<file path="config.mk">
export PLATFORM = sky130hd
export DESIGN_NAME = reset_release_sequencer
export DESIGN_NICKNAME = d
export VERILOG_FILES = /design/src/rtl/reset_release_sequencer.sv
export SDC_FILE = /design/constraint.sdc
export NUM_CORES = 1
export LEC_CHECK = 0
export CELL_PAD_IN_SITES_DETAIL_PLACEMENT = 1
export CELL_PAD_IN_SITES_GLOBAL_PLACEMENT = 2
export CORE_MARGIN = 4
export CORE_UTILIZATION = 30
export CTS_CLUSTER_SIZE = 12
export DETAILED_ROUTE_END_ITERATION = 10
export PLACE_DENSITY_LB_ADDON = 0.1
export SKIP_CTS_REPAIR_TIMING = 1
export SLEW_MARGIN = 20
export SYNTH_ARGS = -nofsm -noshare
export SYNTH_HDL_FRONTEND = slang
export SYNTH_SLANG_ARGS = --single-unit
</file>
<file path="constraint.sdc">
create_clock -name clk -period 4.4 [get_ports clk]
set_clock_uncertainty 0.1 [all_clocks]
set_input_delay 0.88 -clock clk [delete_from_list [all_inputs] [get_ports clk]]
set_output_delay 0.88 -clock clk [all_outputs]
set_load 0.05 [all_outputs]
</file>
<file path="src/rtl/reset_release_sequencer.sv">
// rtl/reset_release_sequencer.sv - stretches reset requests and releases N domains in index order
// Optional ack-phase timeout is compiled in with RSTSEQ_ACK_TIMEOUT_EN.
module reset_release_sequencer #(
    parameter int N_DOM       = 3,
    parameter int MIN_ASSERT  = 8,
    parameter int REL_GAP     = 4,
    parameter int ACK_TIMEOUT = 64
) (
    input  logic             clk,
    input  logic             rst,
    input  logic             sw_rst_req,
    input  logic             wdt_rst_req,
    input  logic [N_DOM-1:0] dom_in_rst,
    output logic [N_DOM-1:0] rst_req_out,
    output logic             busy,
    output logic [1:0]       rst_cause,
    output logic             timeout_err
);

    localparam int MAX_AG = (MIN_ASSERT > REL_GAP) ? MIN_ASSERT : REL_GAP;
    localparam int MAX_C  = (MAX_AG > ACK_TIMEOUT) ? MAX_AG : ACK_TIMEOUT;
    localparam int CW     = $clog2(MAX_C + 1);
    localparam int IW     = (N_DOM > 1) ? $clog2(N_DOM) : 1;

    localparam logic [CW-1:0] ASSERT_LAST = CW'(MIN_ASSERT - 1);
    localparam logic [CW-1:0] GAP_LAST    = (REL_GAP > 0) ? CW'(REL_GAP - 1) : '0;
    localparam logic [IW-1:0] LAST_DOM    = IW'(N_DOM - 1);

    typedef enum logic [2:0] {
        ST_ASSERT,
        ST_WAIT_ALL,
        ST_REL,
        ST_GAP,
        ST_RUN
    } state_t;

    state_t           state_q;
    logic [CW-1:0]    cnt_q;
    logic [IW-1:0]    idx_q;
    logic [N_DOM-1:0] rst_req_q;
    logic             busy_q;
    logic [1:0]       cause_q;

    logic             req;
    logic             ack_to;
    logic [IW-1:0]    idx_d;

    assign req   = sw_rst_req | wdt_rst_req;
    assign idx_d = idx_q + 1'b1;

`ifdef RSTSEQ_ACK_TIMEOUT_EN
    localparam logic [CW-1:0] TO_LAST = CW'(ACK_TIMEOUT - 1);

    logic err_q;
    logic ack_ok;

    assign ack_ok = (state_q == ST_WAIT_ALL) ? (&dom_in_rst) : ~dom_in_rst[idx_q];
    assign ack_to = ((state_q == ST_WAIT_ALL) || (state_q == ST_REL)) && (cnt_q == TO_LAST);

    always_ff @(posedge clk or posedge rst) begin
        if (rst) begin
            err_q <= 1'b0;
        end else if (ack_to && !ack_ok) begin
            err_q <= 1'b1;
        end
    end

    assign timeout_err = err_q;
`else
    assign ack_to      = 1'b0;
    assign timeout_err = 1'b0;
`endif

    always_ff @(posedge clk or posedge rst) begin
        if (rst) begin
            state_q   <= ST_ASSERT;
            cnt_q     <= '0;
            idx_q     <= '0;
            rst_req_q <= '1;
            busy_q    <= 1'b1;
            cause_q   <= 2'b00;
        end else if (req) begin
            // Any request, in any state, restarts the whole sequence.
            state_q   <= ST_ASSERT;
            cnt_q     <= '0;
            idx_q     <= '0;
            rst_req_q <= '1;
            busy_q    <= 1'b1;
            cause_q   <= wdt_rst_req ? 2'b10 : 2'b01;
        end else begin
            case (state_q)
                ST_ASSERT: begin
                    if (cnt_q == ASSERT_LAST) begin
                        state_q <= ST_WAIT_ALL;
                        cnt_q   <= '0;
                    end else begin
                        cnt_q <= cnt_q + 1'b1;
                    end
                end
                ST_WAIT_ALL: begin
                    if ((&dom_in_rst) || ack_to) begin
                        state_q      <= ST_REL;
                        cnt_q        <= '0;
                        idx_q        <= '0;
                        rst_req_q[0] <= 1'b0;
                    end
`ifdef RSTSEQ_ACK_TIMEOUT_EN
                    else begin
                        cnt_q <= cnt_q + 1'b1;
                    end
`endif
                end
                ST_REL: begin
                    if (!dom_in_rst[idx_q] || ack_to) begin
                        cnt_q <= '0;
                        if (REL_GAP != 0) begin
                            state_q <= ST_GAP;
                        end else if (idx_q == LAST_DOM) begin
                            state_q <= ST_RUN;
                            busy_q  <= 1'b0;
                        end else begin
                            idx_q            <= idx_d;
                            rst_req_q[idx_d] <= 1'b0;
                        end
                    end
`ifdef RSTSEQ_ACK_TIMEOUT_EN
                    else begin
                        cnt_q <= cnt_q + 1'b1;
                    end
`endif
                end
                ST_GAP: begin
                    if (cnt_q == GAP_LAST) begin
                        cnt_q <= '0;
                        if (idx_q == LAST_DOM) begin
                            state_q <= ST_RUN;
                            busy_q  <= 1'b0;
                        end else begin
                            state_q          <= ST_REL;
                            idx_q            <= idx_d;
                            rst_req_q[idx_d] <= 1'b0;
                        end
                    end else begin
                        cnt_q <= cnt_q + 1'b1;
                    end
                end
                ST_RUN: begin
                    rst_req_q <= '0;
                    busy_q    <= 1'b0;
                end
                default: begin
                    state_q   <= ST_ASSERT;
                    cnt_q     <= '0;
                    rst_req_q <= '1;
                    busy_q    <= 1'b1;
                end
            endcase
        end
    end

    assign rst_req_out = rst_req_q;
    assign busy        = busy_q;
    assign rst_cause   = cause_q;

endmodule

</file>
==> out/metrics.yaml, run 1 <==
critPathKind: "in -> reg"
cp.depth: 6
cts.path.max_buffers: 2
cp_top_family: "simple AND/OR/NAND/NOR gates"
first_iter_violations: 27
fill_cells: 436
io_buffers: 12
crit_end: "cnt_q[4]"
synth_flop_cell: "dfrtp_1"
crit_buf_inv: 1
p_clk_frac: 0.356
ff2ff_setup_slack_ns: 2.17
fin_crit_sh: 0.644
grt_max_degree: 19
cp_max_fo: 8
syn-num-nets: 137
diodes: 0
htree_levels: 1
antenna_found_initial: 0
syn_to_final_growth_pct: 18.7
die_w_um: 69.4
crit_chain: "clkdlybuf4s50_1 -> nor3_1 -> nand2_1 -> o32ai_2 -> or2b_1 -> a31oi_1"
r2r_start: "state_q[2]"
synth-edff-count: 0
synth_top_cell_by_area: "dfrtp_1"
synth_xor_area_frac: 0.00775
async_flop_share: 1.00
arrival_ns: 2.92
outcome: "finished clean"
synth_compound_area_frac: 0.219
die-height_um: 69.4
fin_nets: 149
hp-class: "reg -> reg"
core.rowCount: 22
core_area_um2: 3660
switchingPower_mw: 0.119
grt_use_total: 0.132
cp-start-kind: "primary input"
cp.required_ns: 4.48
drv_cap: 0
grt_pass1_vias: 1033
seqPwrFrac: 0.459
regToRegEndpoint: "cnt_q[4]"
drc_errors: 0
ys_ff_latch: 18
fin_setup_tns_ns: 0
dp_hpwl_um: 2170
grt_overflow: 0
vias: 960
dpl_cell_area_um2: 1290
firstDrtPassIters: 3
post-route-min-period_ns: 2.84
syn_inst: 125
cts_buffers: 3
fmax_mhz: 353
start_util: 0.309
synthAdderAreaFrac: 0.0554
cts_tree: "yes"
drive_above_1_share: 0.132
routedWlPerCell_um: 15.8
viasPerCell: 5.22
grt_pass1_wl_um: 5200
slowest_stage: "nor3_1"
drt_wl_total_um: 2900
worst_pin_slew_ns: 0.727
dieArea_um2: 4810
setup_viol: 0
ir_drop_mv: 0.144
final_area_um2: 1340
p_int_mw: 0.282
yosysUniqueCellTypes: 39
gp_congestion: 0.806
cp-startpoint: "wdt_rst_req"
syn_area_per_cell_um2: 9.04
drt.antenna.violating_nets: 0
synthSimpleGateAreaFrac: 0.234
drv_slew: 0
synth_top_area_frac: 0.310
power_density_nw_per_um2: 299
p_leak_nw: 0.556
rsz0062_at_grt: "false"
clkSlewWorstSetupHoldPaths_ns: 0.08
synth_top_family_by_area: "simple AND/OR/NAND/NOR gates"
max-slew-margin-rel: 0.515
final_hold_viol_count: 0
synth-warning-count: 0
endpoint_kind: "register"
synth.cell_area_um2: 1130
swShare: 0.297
slowest_delay_ns: 0.53
reg2reg_depth: 5
muxShareOfSynthArea: 0.0266
ios: 14
clock-sinks: 18
synth_area_leaders: "dfrtp_1, dfstp_2, ha_1"
p_comb_frac: 0.184
cts-root-buf: "clkbuf_8"
insertion_delay_ns: 0.26
yosysSeqAreaShare: 0.403
[layout make-up]
class	count	area [um2]	share of cell area
inverter	9	33.8	0.0252
timing repair buffer	12	120	0.0896
sequential	18	455	0.340
clock buffer	4	55.1	0.0410
tap	48	60.1	0.0448
multi-input combinational	93	617	0.460
[cell usage in the layout, fill, tap and decap left out]
master | synthesis | final
a21boi_0 | 2 | 2
a21o_1 | 1 | 1
a21oi_1 | 8 | 8
a221o_1 | 3 | 3
a31oi_1 | 4 | 4
and2_1 | 1 | 1
and3_1 | 3 | 3
clkbuf_8 | 0 | 4
clkdlybuf4s50_1 | 0 | 12
conb_1 | 1 | 1
dfrtp_1 | 14 | 14
dfstp_2 | 4 | 4
ha_1 | 5 | 5
inv_1 | 9 | 9
mux2i_1 | 3 | 3
nand2_1 | 6 | 6
nand2b_1 | 2 | 2
nand3_1 | 10 | 10
nand4_1 | 1 | 1
nor2_1 | 8 | 8
nor2_4 | 1 | 1
nor2b_1 | 1 | 1
nor3_1 | 2 | 2
nor4_1 | 1 | 1
nor4b_1 | 1 | 1
o2111ai_1 | 1 | 1
o21ai_0 | 10 | 10
o21ai_2 | 2 | 2
o21ba_2 | 1 | 1
o31ai_1 | 1 | 1
o32a_1 | 2 | 2
o32ai_2 | 1 | 1
or2_2 | 3 | 3
or2b_1 | 2 | 2
or3_1 | 3 | 3
or4_4 | 2 | 2
xor2_1 | 1 | 1
[per-layer routing]
layer	vias to the layer above	global-route usage	routed length (um)
li1	472	-	-
met1	477	0.171	1360
met2	9	0.226	1450
met3	2	0.0333	80
met4	0	0.0195	13
met5	-	0	0
[flip-flops by register name, indices dropped and copies added, names as in the netlist]
register,count
state_q,3
cnt_q,7
rst_req_out,3
busy,1
idx_q,2
rst_cause,2
[cells in the mapped netlist, types with 3 or more instances]
master    n
a21oi_1   8
a221o_1   3
a31oi_1   4
and3_1    3
dfrtp_1  14
dfstp_2   4
ha_1      5
inv_1     9
mux2i_1   3
nand2_1   6
nand3_1  10
nor2_1    8
o21ai_0  10
or2_2     3
or3_1     3
[how the worst min path moves through the flow]
stage | from | to | slack, ns | cells after the start
4_1_cts | rst_cause[1] | rst_cause[1] | 0.40 | 1
3_3_place_gp | rst_cause[1] | rst_cause[1] | 0.37 | 1
6_report | rst_cause[1] | rst_cause[1] | 0.39 | 1
2_1_floorplan | cnt_q[0] | cnt_q[0] | 0.37 | 1
3_5_place_dp | rst_cause[1] | rst_cause[1] | 0.38 | 1
5_1_grt | rst_cause[1] | rst_cause[1] | 0.42 | 1
[logic make-up (layout without fill, tap and decap cells)]
group / Yosys count / after routing
adder cells (fa/ha/maj): 5 / 5
other: 1 / 1
AO/OA/AOI/OAI: 36 / 36
XOR/XNOR: 1 / 1
buffers and inverters: 14 / 25
AND/OR/NAND/NOR: 47 / 47
flip-flops: 18 / 18
multiplexers: 3 / 3
[power groups by stage]
stage | registers (mW) | logic, mW | clock network, mW
2_1_floorplan | 0.190 | 0.0492 | 0
3_3_place_gp | 0.187 | 0.0751 | 0
3_5_place_dp | 0.188 | 0.0753 | 0
4_1_cts | 0.184 | 0.0759 | 0.149
5_1_grt | 0.186 | 0.0839 | 0.154
6_report | 0.184 | 0.0741 | 0.143
[stage by stage]
stage	cells	worst slack, ns	hold WS (ns)	power [mW]	util
2_1_floorplan	125	2.11	0.371	0.239	-
3_3_place_gp	180	1.35	0.370	0.262	0.351
3_5_place_dp	180	1.27	0.377	0.263	0.351
4_1_cts	184	1.54	0.395	0.409	0.366
5_1_grt	184	1.31	0.422	0.424	0.366
6_report	184	1.56	0.385	0.402	0.366
Power figures use the tool's default switching activity.
==> run 2: changes to the inputs <==
- clock period: 4.4 -> 2.65 ns (I/O delays scaled with it)
==> run 2 against run 1 <==
Worst setup slack got worse by 1.2 ns. Final cell count rose by 2.2%. Critical path depth decreased by 1. Combinational power rose by 74%. Critical path type unchanged. Critical endpoint is now cnt_q[6]. Largest power group unchanged.
==> out/metrics.yaml, run 2 (same netlist as run 1, synthesis figures left out) <==
cp.required_ns: 2.73  # -1.75 ns
drive_above_1_share: 0.157  # +0.0248
place_ws_ns: 0.0800  # -1.19 ns
max_flop_register: "cnt_q"
die_w_um: 69.4  # unchanged
insertion_delay_ns: 0.25  # about the same
dpl_cell_area_um2: 1320  # +2.3%
cp_max_fo: 6  # -2
grt_max_degree: 19  # unchanged
cts_buffers: 3  # unchanged
regToRegEndpoint: "idx_q[0]"
ff2ff_setup_slack_ns: 0.44  # -1.73 ns
gp_congestion: 0.762  # -5.5%
drt.antenna.violating_nets: 0  # unchanged
endpoint_kind: "register"
final_area_um2: 1370  # +2.2%
fin_nets: 153  # +2.7%
antenna_found_initial: 0  # unchanged
p_comb_frac: 0.195  # +0.011
syn_to_final_growth_pct: 21.4
fmax_mhz: 436
crit_chain: "clkdlybuf4s50_1 -> or3_1 -> o32a_1 -> or3_1 -> o21ai_0"
ir_drop_mv: 0.231  # +60%
die-height_um: 69.4  # unchanged
cp-startpoint: "wdt_rst_req"
register_area_um2: 455  # unchanged
cts-root-buf: "clkbuf_8"
clkSlewWorstSetupHoldPaths_ns: 0.07  # about the same
ios: 14  # unchanged
cp-start-kind: "primary input"
fin_crit_sh: 0.866
start_util: 0.309  # unchanged
largest_register_ffs: 7  # unchanged
first_iter_violations: 27  # unchanged
drv_slew: 0  # unchanged
final_hold_viol_count: 0  # unchanged
r2r_start: "cnt_q[3]"
htree_levels: 1  # unchanged
vias: 953  # -0.73%
seqPwrFrac: 0.463  # +0.004
p_clk_frac: 0.342  # -0.014
grt_overflow: 0  # unchanged
grt_pass1_vias: 990  # -4.2%
rsz0062_at_grt: "false"
cts_tree: "yes"
viasPerCell: 5.07  # -2.8%
critPathKind: "in -> reg"
layout_common_cells: "dfrtp_1, clkdlybuf4s50_1, nand3_1, o21ai_0, inv_1"
reg2reg_depth: 6  # +1
swShare: 0.287  # -0.0101
crit_end: "cnt_q[6]"
cts.path.max_buffers: 2  # unchanged
grt_pass1_wl_um: 4850  # -6.8%
grt_use_total: 0.125  # -0.00720
routedWlPerCell_um: 15.0  # -5.0%
clock-sinks: 18  # unchanged
drv_cap: 0  # unchanged
drt_wl_total_um: 2820  # -3.0%
max-slew-margin-rel: 0.529  # +0.0140
core_area_um2: 3660  # unchanged
power_density_nw_per_um2: 484  # +62%
multiInputGateArea_um2: 617  # unchanged
fill_cells: 431  # -1.1%
dp_hpwl_um: 2200  # +1.7%
io_buffers: 12  # unchanged
crit_top_cell: "or3_1"
slowest_stage: "clkdlybuf4s50_1"
arrival_ns: 2.37  # -0.55 ns
outcome: "finished clean"
slowest_delay_ns: 0.50  # -0.03 ns
firstDrtPassIters: 4  # +1
final_common_cell: "dfrtp_1"
hp-class: "reg -> reg"
fin_setup_tns_ns: 0  # unchanged
p_int_mw: 0.474  # +68%
post-route-min-period_ns: 2.29
dieArea_um2: 4810  # unchanged
drc_errors: 0  # unchanged
setup_viol: 0  # unchanged
switchingPower_mw: 0.190  # +60%
post-route-util: 0.375  # +0.00820
worst_pin_slew_ns: 0.706  # -0.0210 ns
diodes: 0  # unchanged
p_leak_nw: 0.576  # +3.6%
fin_ws_ns: 0.356  # -1.21 ns
core.rowCount: 22  # unchanged
## run 2: cell count changes in the layout (fill, tap and decap cells not counted), sizes merged
cell	delta
buf	+4
## run 2: area by class of cell
| type | count | area share |
|---|---|---|
| Clock buffer | 4 | 0.0401 |
| Tap cell | 48 | 0.0438 |
| Sequential cell | 18 | 0.332 |
| Multi-Input combinational cell | 93 | 0.450 |
| Inverter | 9 | 0.0246 |
| Timing Repair Buffer | 16 | 0.109 |
## run 2: per-stage QoR
stage / hold WS (ns) / total power [mW] / std cells
after floorplan: 0.366 / 0.397 / 125
after global placement: 0.371 / 0.442 / 184
after detailed placement: 0.376 / 0.444 / 184
after CTS: 0.392 / 0.671 / 188
after global routing: 0.412 / 0.699 / 188
final: 0.386 / 0.664 / 188
## run 2: metal layers
metal / part of all wire / global-route usage
met5: 0 / 0
met3: 0.029 / 0.0261
met4: 0.012 / 0.0456
met1: 0.47 / 0.158
met2: 0.48 / 0.209
## run 2: power groups by stage
| stage | registers [mW] | logic [mW] | clock network [mW] |
|---|---|---|---|
| after floorplan | 0.315 | 0.0816 | 0 |
| after global placement | 0.312 | 0.130 | 0 |
| after detailed placement | 0.313 | 0.131 | 0 |
| after CTS | 0.307 | 0.132 | 0.232 |
| after global routing | 0.310 | 0.145 | 0.245 |
| final | 0.307 | 0.129 | 0.227 |
## run 2: how the worst min path moves through the flow
stage / endpoint / startpoint / slack, ns / depth (start not counted)
after floorplan: cnt_q[0] / rst / 0.37 / 1
after global placement: rst_cause[1] / rst_cause[1] / 0.37 / 1
after detailed placement: rst_cause[1] / rst_cause[1] / 0.38 / 1
after CTS: rst_cause[1] / rst_cause[1] / 0.39 / 1
after global routing: rst_cause[1] / rst_cause[1] / 0.41 / 1
final: rst_cause[1] / rst_cause[1] / 0.39 / 1
## run 2: critical path, delay by kind of cell
| kind | cells | cell delay (ns) |
|---|---|---|
| AO/OA/AOI/OAI | 2 | 0.51 |
| AND/OR/NAND/NOR | 2 | 0.83 |
| buffers and inverters | 1 | 0.50 |
==> run 3: changes to the inputs <==
--- a/config.mk
+++ b/config.mk
@@ -13,4 +13,5 @@
 export DETAILED_ROUTE_END_ITERATION = 10
 export PLACE_DENSITY_LB_ADDON = 0.1
+export SETUP_SLACK_MARGIN = 0.2
 export SKIP_CTS_REPAIR_TIMING = 1
 export SLEW_MARGIN = 20
--- a/constraint.sdc
+++ b/constraint.sdc
@@ -3,3 +3,3 @@
 set_input_delay 0.53 -clock clk [delete_from_list [all_inputs] [get_ports clk]]
 set_output_delay 0.53 -clock clk [all_outputs]
-set_load 0.05 [all_outputs]
+set_load 0.1 [all_outputs]
==> run 3 against run 2 <==
Maximum frequency grew 0.14%. First-iteration DRC count grew 22%. Routed wire length grew 4.1%. Non-clock buffer count is the same. Final cell count is the same. Critical path depth is the same. Largest power group unchanged. Die area is the same.
==> out/metrics.yaml, run 3 (same netlist as run 1, synthesis figures left out) <==
outcome: "finished clean"
fin_setup_tns_ns: 0  # unchanged
cts_buffers: 3  # unchanged
ir_drop_mv: 0.261  # +13%
gp_congestion: 0.775  # +1.7%
fin_crit_sh: 0.865  # -0.00123
drc_errors: 0  # unchanged
cp_max_fo: 6  # unchanged
dp.cells: 184  # unchanged
grt_overflow: 0  # unchanged
io_buffers: 12  # unchanged
post-route-min-period_ns: 2.29  # -0.00325 ns
cts-root-buf: "clkbuf_8"
fmax_mhz: 436  # +0.14%
vias: 990  # +3.9%
start_util: 0.309  # unchanged
slowest_stage: "clkdlybuf4s50_1"
crit_top_cell: "or3_1"
drv_slew: 0  # unchanged
setup_viol: 0  # unchanged
fin_nets: 153  # unchanged
core.rowCount: 22  # unchanged
first_iter_violations: 33  # +22%
layout_common_cells: "dfrtp_1, nand3_1, o21ai_0, buf_4, inv_1"
routedWlPerCell_um: 15.6  # +4.1%
hp-class: "reg -> reg"
fill_cells: 436  # +1.2%
drt.antenna.violating_nets: 0  # unchanged
stdcell_count: 188  # unchanged
grt_use_total: 0.129  # +0.00443
die_w_um: 69.4  # unchanged
max_flop_register: "cnt_q"
grt_pass1_wl_um: 4940  # +1.9%
cts.path.max_buffers: 2  # unchanged
cp.required_ns: 2.73  # about the same
max-slew-margin-rel: 0.499  # -0.0297
drv_cap: 0  # unchanged
drive_above_1_share: 0.200  # +0.0429
diodes: 0  # unchanged
grt_pass1_vias: 1023  # +3.3%
endpoint_kind: "register"
core_area_um2: 3660  # unchanged
firstDrtPassIters: 4  # unchanged
die-height_um: 69.4  # unchanged
arrival_ns: 2.37  # about the same
antenna_found_initial: 0  # unchanged
slowest_delay_ns: 0.49  # about the same
largest_register_ffs: 7  # unchanged
rsz0062_at_grt: "false"
htree_levels: 1  # unchanged
cp-start-kind: "primary input"
final_hold_viol_count: 0  # unchanged
dieArea_um2: 4810  # unchanged
grt_max_degree: 19  # unchanged
register_area_um2: 455  # unchanged
cts_tree: "yes"
power_density_nw_per_um2: 509  # +5.2%
final_common_cell: "dfrtp_1"
ios: 14  # unchanged
crit_chain: "clkdlybuf4s50_1 -> or3_1 -> o32a_1 -> or3_1 -> o21ai_0"
dp_hpwl_um: 2220  # +0.76%
critPathKind: "in -> reg"
viasPerCell: 5.27  # +3.9%
multiInputGateArea_um2: 617  # unchanged
drt_wl_total_um: 2930  # +4.1%
post-route-util: 0.370  # -0.00410
clkSlewWorstSetupHoldPaths_ns: 0.08  # about the same
worst_pin_slew_ns: 0.750  # +0.0445 ns
clock-sinks: 18  # unchanged
syn_to_final_growth_pct: 20.0
p_leak_nw: 0.578  # +0.28%
insertion_delay_ns: 0.26  # about the same
ff2ff_setup_slack_ns: 0.43  # about the same
-- run 3: changes by cell type in the layout (fill, tap and decap cells not counted), sizes merged --
cell	change
clkdlybuf4s50	-6
buf	+6
-- run 3: cell type report --
| type | instances | share of cell area |
|---|---|---|
| multi-input combinational | 93 | 0.455 |
| timing repair buffer | 16 | 0.0996 |
| sequential | 18 | 0.336 |
| clock buffer | 4 | 0.0406 |
| inverter | 9 | 0.0249 |
| tap | 48 | 0.0443 |
-- run 3: final timing paths --
kind                                    from      endpoint  cells past startpoint
worst max-delay path             wdt_rst_req      cnt_q[5]                      5
worst min register to register  rst_cause[1]  rst_cause[1]                      1
worst max register to register      cnt_q[3]      idx_q[1]                      6
min in group asynchronous                rst      idx_q[0]                      2
max in group asynchronous                rst    state_q[0]                      2
worst min-delay path            rst_cause[1]  rst_cause[1]                      1
-- run 3: critical path: cells and delay by family --
kind,cells,cell delay (ns)
AOI/OAI and AO/OA,2,0.52
buffers and inverters,1,0.49
and+or+nand+nor,2,0.82
-- run 3: report_power, final --
part	internal (mW)	switching (mW)	total, mW	leakage [nW]
clock	0.132	0.103	0.236	0.0288
sequential	0.288	0.0196	0.307	0.231
combinational	0.0521	0.0958	0.148	0.318
-- run 3: through the flow --
| step | worst slack [ns] | hold slack (ns) | area [um2] | power (mW) |
|---|---|---|---|---|
| 6_report | 0.359 | 0.388 | 1360 | 0.691 |
| 5_1_grt | 0.239 | 0.422 | 1360 | 0.728 |
| 4_1_cts | 0.373 | 0.393 | 1360 | 0.706 |
| 3_5_place_dp | 0.0998 | 0.374 | 1300 | 0.462 |
| 3_3_place_gp | 0.132 | 0.374 | 1300 | 0.460 |
| 2_1_floorplan | 0.649 | 0.366 | 1130 | 0.416 |
-- run 3: per-layer routing --
layer | GRT usage | vias to the layer above | wire [um]
li1 | - | 483 | -
met1 | 0.151 | 494 | 1330
met2 | 0.229 | 9 | 1480
met3 | 0.0348 | 4 | 84
met4 | 0.0390 | 0 | 41
met5 | 0 | - | 0
==> patch: new RTL, settings of run 1 <==
The parameter `N_DOM` goes from 3 to 2.
--- a/src/rtl/reset_release_sequencer.sv
+++ b/src/rtl/reset_release_sequencer.sv
@@ -3,3 +3,3 @@
 module reset_release_sequencer #(
-    parameter int N_DOM       = 3,
+    parameter int N_DOM       = 2,
     parameter int MIN_ASSERT  = 8,
Ports: changed (resized dom_in_rst and rst_req_out); port bits go from 14 to 12. No check against the original RTL was run, so the function may have changed too.
==> patch against run 1 <==
Final area decreased by 13%; sequential cell count decreased by 2; worst hold slack got worse by 0.011 ns; total power decreased by 23%; combinational power decreased by 31%; largest cell class unchanged; sequential power decreased by 14%; count of clock-buffer cells in the layout unchanged; synthesized cell count decreased by 9.6%; cell count decreased by 9.8%; setup slack improved by 0.20 ns; wire length decreased by 17%; area after synthesis decreased by 11%; critical path depth decreased by 5; highest routed layer unchanged.
==> patch: results (changes against run 1) <==
The HPWL reported at the end of detailed placement is 1890 um (-13%). The count of cells along the worst hold path is 2 (+1). The startpoint identified for the worst hold timing path is busy.

The fraction of the yosys area taken by sequential cells is 0.402 (-0.00136). The post-layout net count came out at 130 (-13%). The total routed wirelength came to 2420 um (-17%). The path class of the tightest hold or removal check is flip-flop to flip-flop. The ratio of routed vias to standard cells was 5.18 (-0.70%).

The latest clock arrival within the worst-skew pair is 0.29 ns (+0.03 ns). The standby leakage power is 0.466 nW (-16%). The worst slack at placement was 1.60 ns (+0.329 ns). The number of global-route vias before repair came out at 938 (-9.2%).

The reg-to-reg critical path startpoint is cnt_q[6]. The register clock-pin slew on the reported worst setup and hold paths came to 0.10 ns (+0.02 ns). The transition time at the pin with the least slew margin is 0.613 ns (-0.114 ns). In this run the worst setup path terminates at rst_req_out[0].

The number of distinct library cell variants in the gate-level netlist after synthesis is 40 (+2.6%). Ranked by total cell area, the synthesized netlist is headed by dfrtp_1 (32%), dfstp_2 (7.8%), nand3_1 (5.0%). The top routing layer in use is met4. The terminus of the critical flop-to-flop path is rst_req_out[1].

The maximum fanout encountered on the critical timing path is 3 (-5). The initial DRC count came out at 29 (+7.4%). The signal arrival time at the worst endpoint is 1.65 ns (-1.27 ns). The maximum resistive drop on vdd was 167 uV (+16%). The overall routing resource usage came out at 0.136 (+0.00350). In this run the worst setup path begins at rst_req_out[0]. The global routing met3 resource utilization came out at 0.0340 (+0.000680).

The routed length on met3 came out at 75 um (-6.3%). The total placed cells including tap cells is 162 (-10%). The number of nets produced by synthesis was 120 (-12%).

The largest net degree at the start of global routing is 17 (-2). The number of antenna violations at the first check in global routing came out at 0 (unchanged). The count of yosys warnings during synthesis is 0 (unchanged).

The overflow left after global routing came out at 0 (unchanged). Sorting the synthesized cells by how often they occur yields dfrtp_1 (13), nand2_1 (11), nand3_1 (10). The count of mapped cells out of synthesis is 113 (-9.6%). The slack of the worst reg-to-reg path is 2.45 ns (+0.28 ns). The kind of cell with the highest combined delay along the critical path is buffers and inverters. The worst hold-check slack came to 0.374 ns (-0.0110 ns).

The slowest stage of the critical path belongs to the cell clkdlybuf4s50_1. The largest stage delay on the critical path was 0.81 ns (+0.28 ns). The ratio of cells with drive above 1 in the final layout is 0.139 (+0.00699). The path with the worst hold slack has its endpoint at busy. The global-route met2 utilization came to 0.223 (-0.00286). The met1 layer wirelength in the final routing is 1270 um (-6.6%). The routability congestion estimate from global placement came out at 0.772 (-4.3%). The flow ran to the end, and the final reports show no timing, DRC or antenna violations.

The wire length of the first global-routing pass is 4570 um (-12%). The vias after detailed routing came out at 860 (-10%). The global-route track usage on met1 is 0.181 (+0.00947).

The number of iterations in the first detailed-routing pass is 2 (-1). The final setup slack of the worst path is 1.77 ns (+0.201 ns). The worst reg-to-reg path cell count was 4 (-1). The clock root buffer master is clkbuf_4. The number of buffers added on ports came out at 10 (-2). The routed length on met2 is 1060 um (-27%). The cell area after placement is 1130 sq um (-12%).
==> patch: final cells by class <==
cell class | count | area [sq um]
Fill cell | 379 | 1960
Multi-Input combinational cell | 88 | 554
Sequential cell | 16 | 404
Timing Repair Buffer | 10 | 100
Tap cell | 44 | 55.1
Clock buffer | 4 | 36.3
Inverter | 4 | 15.0
==> patch: power by group <==
part / internal, mW / total (mW) / switching [mW]
combinational: 0.0185 / 0.0512 / 0.0327
clock: 0.0504 / 0.0990 / 0.0486
sequential: 0.152 / 0.158 / 0.00648
==> patch: cells by family (layout without fill, tap and decap cells) <==
kind of cell / after synthesis / after routing / share of synthesized area
buffers and inverters: 9 / 18 / 0.0473
muxes: 2 / 2 / 0.0224
AOI/OAI and AO/OA: 32 / 32 / 0.226
other: 1 / 1 / 0.00373
and+or+nand+nor: 52 / 52 / 0.286
adders and majority gates: 1 / 1 / 0.0124
DFF: 16 / 16 / 0.402
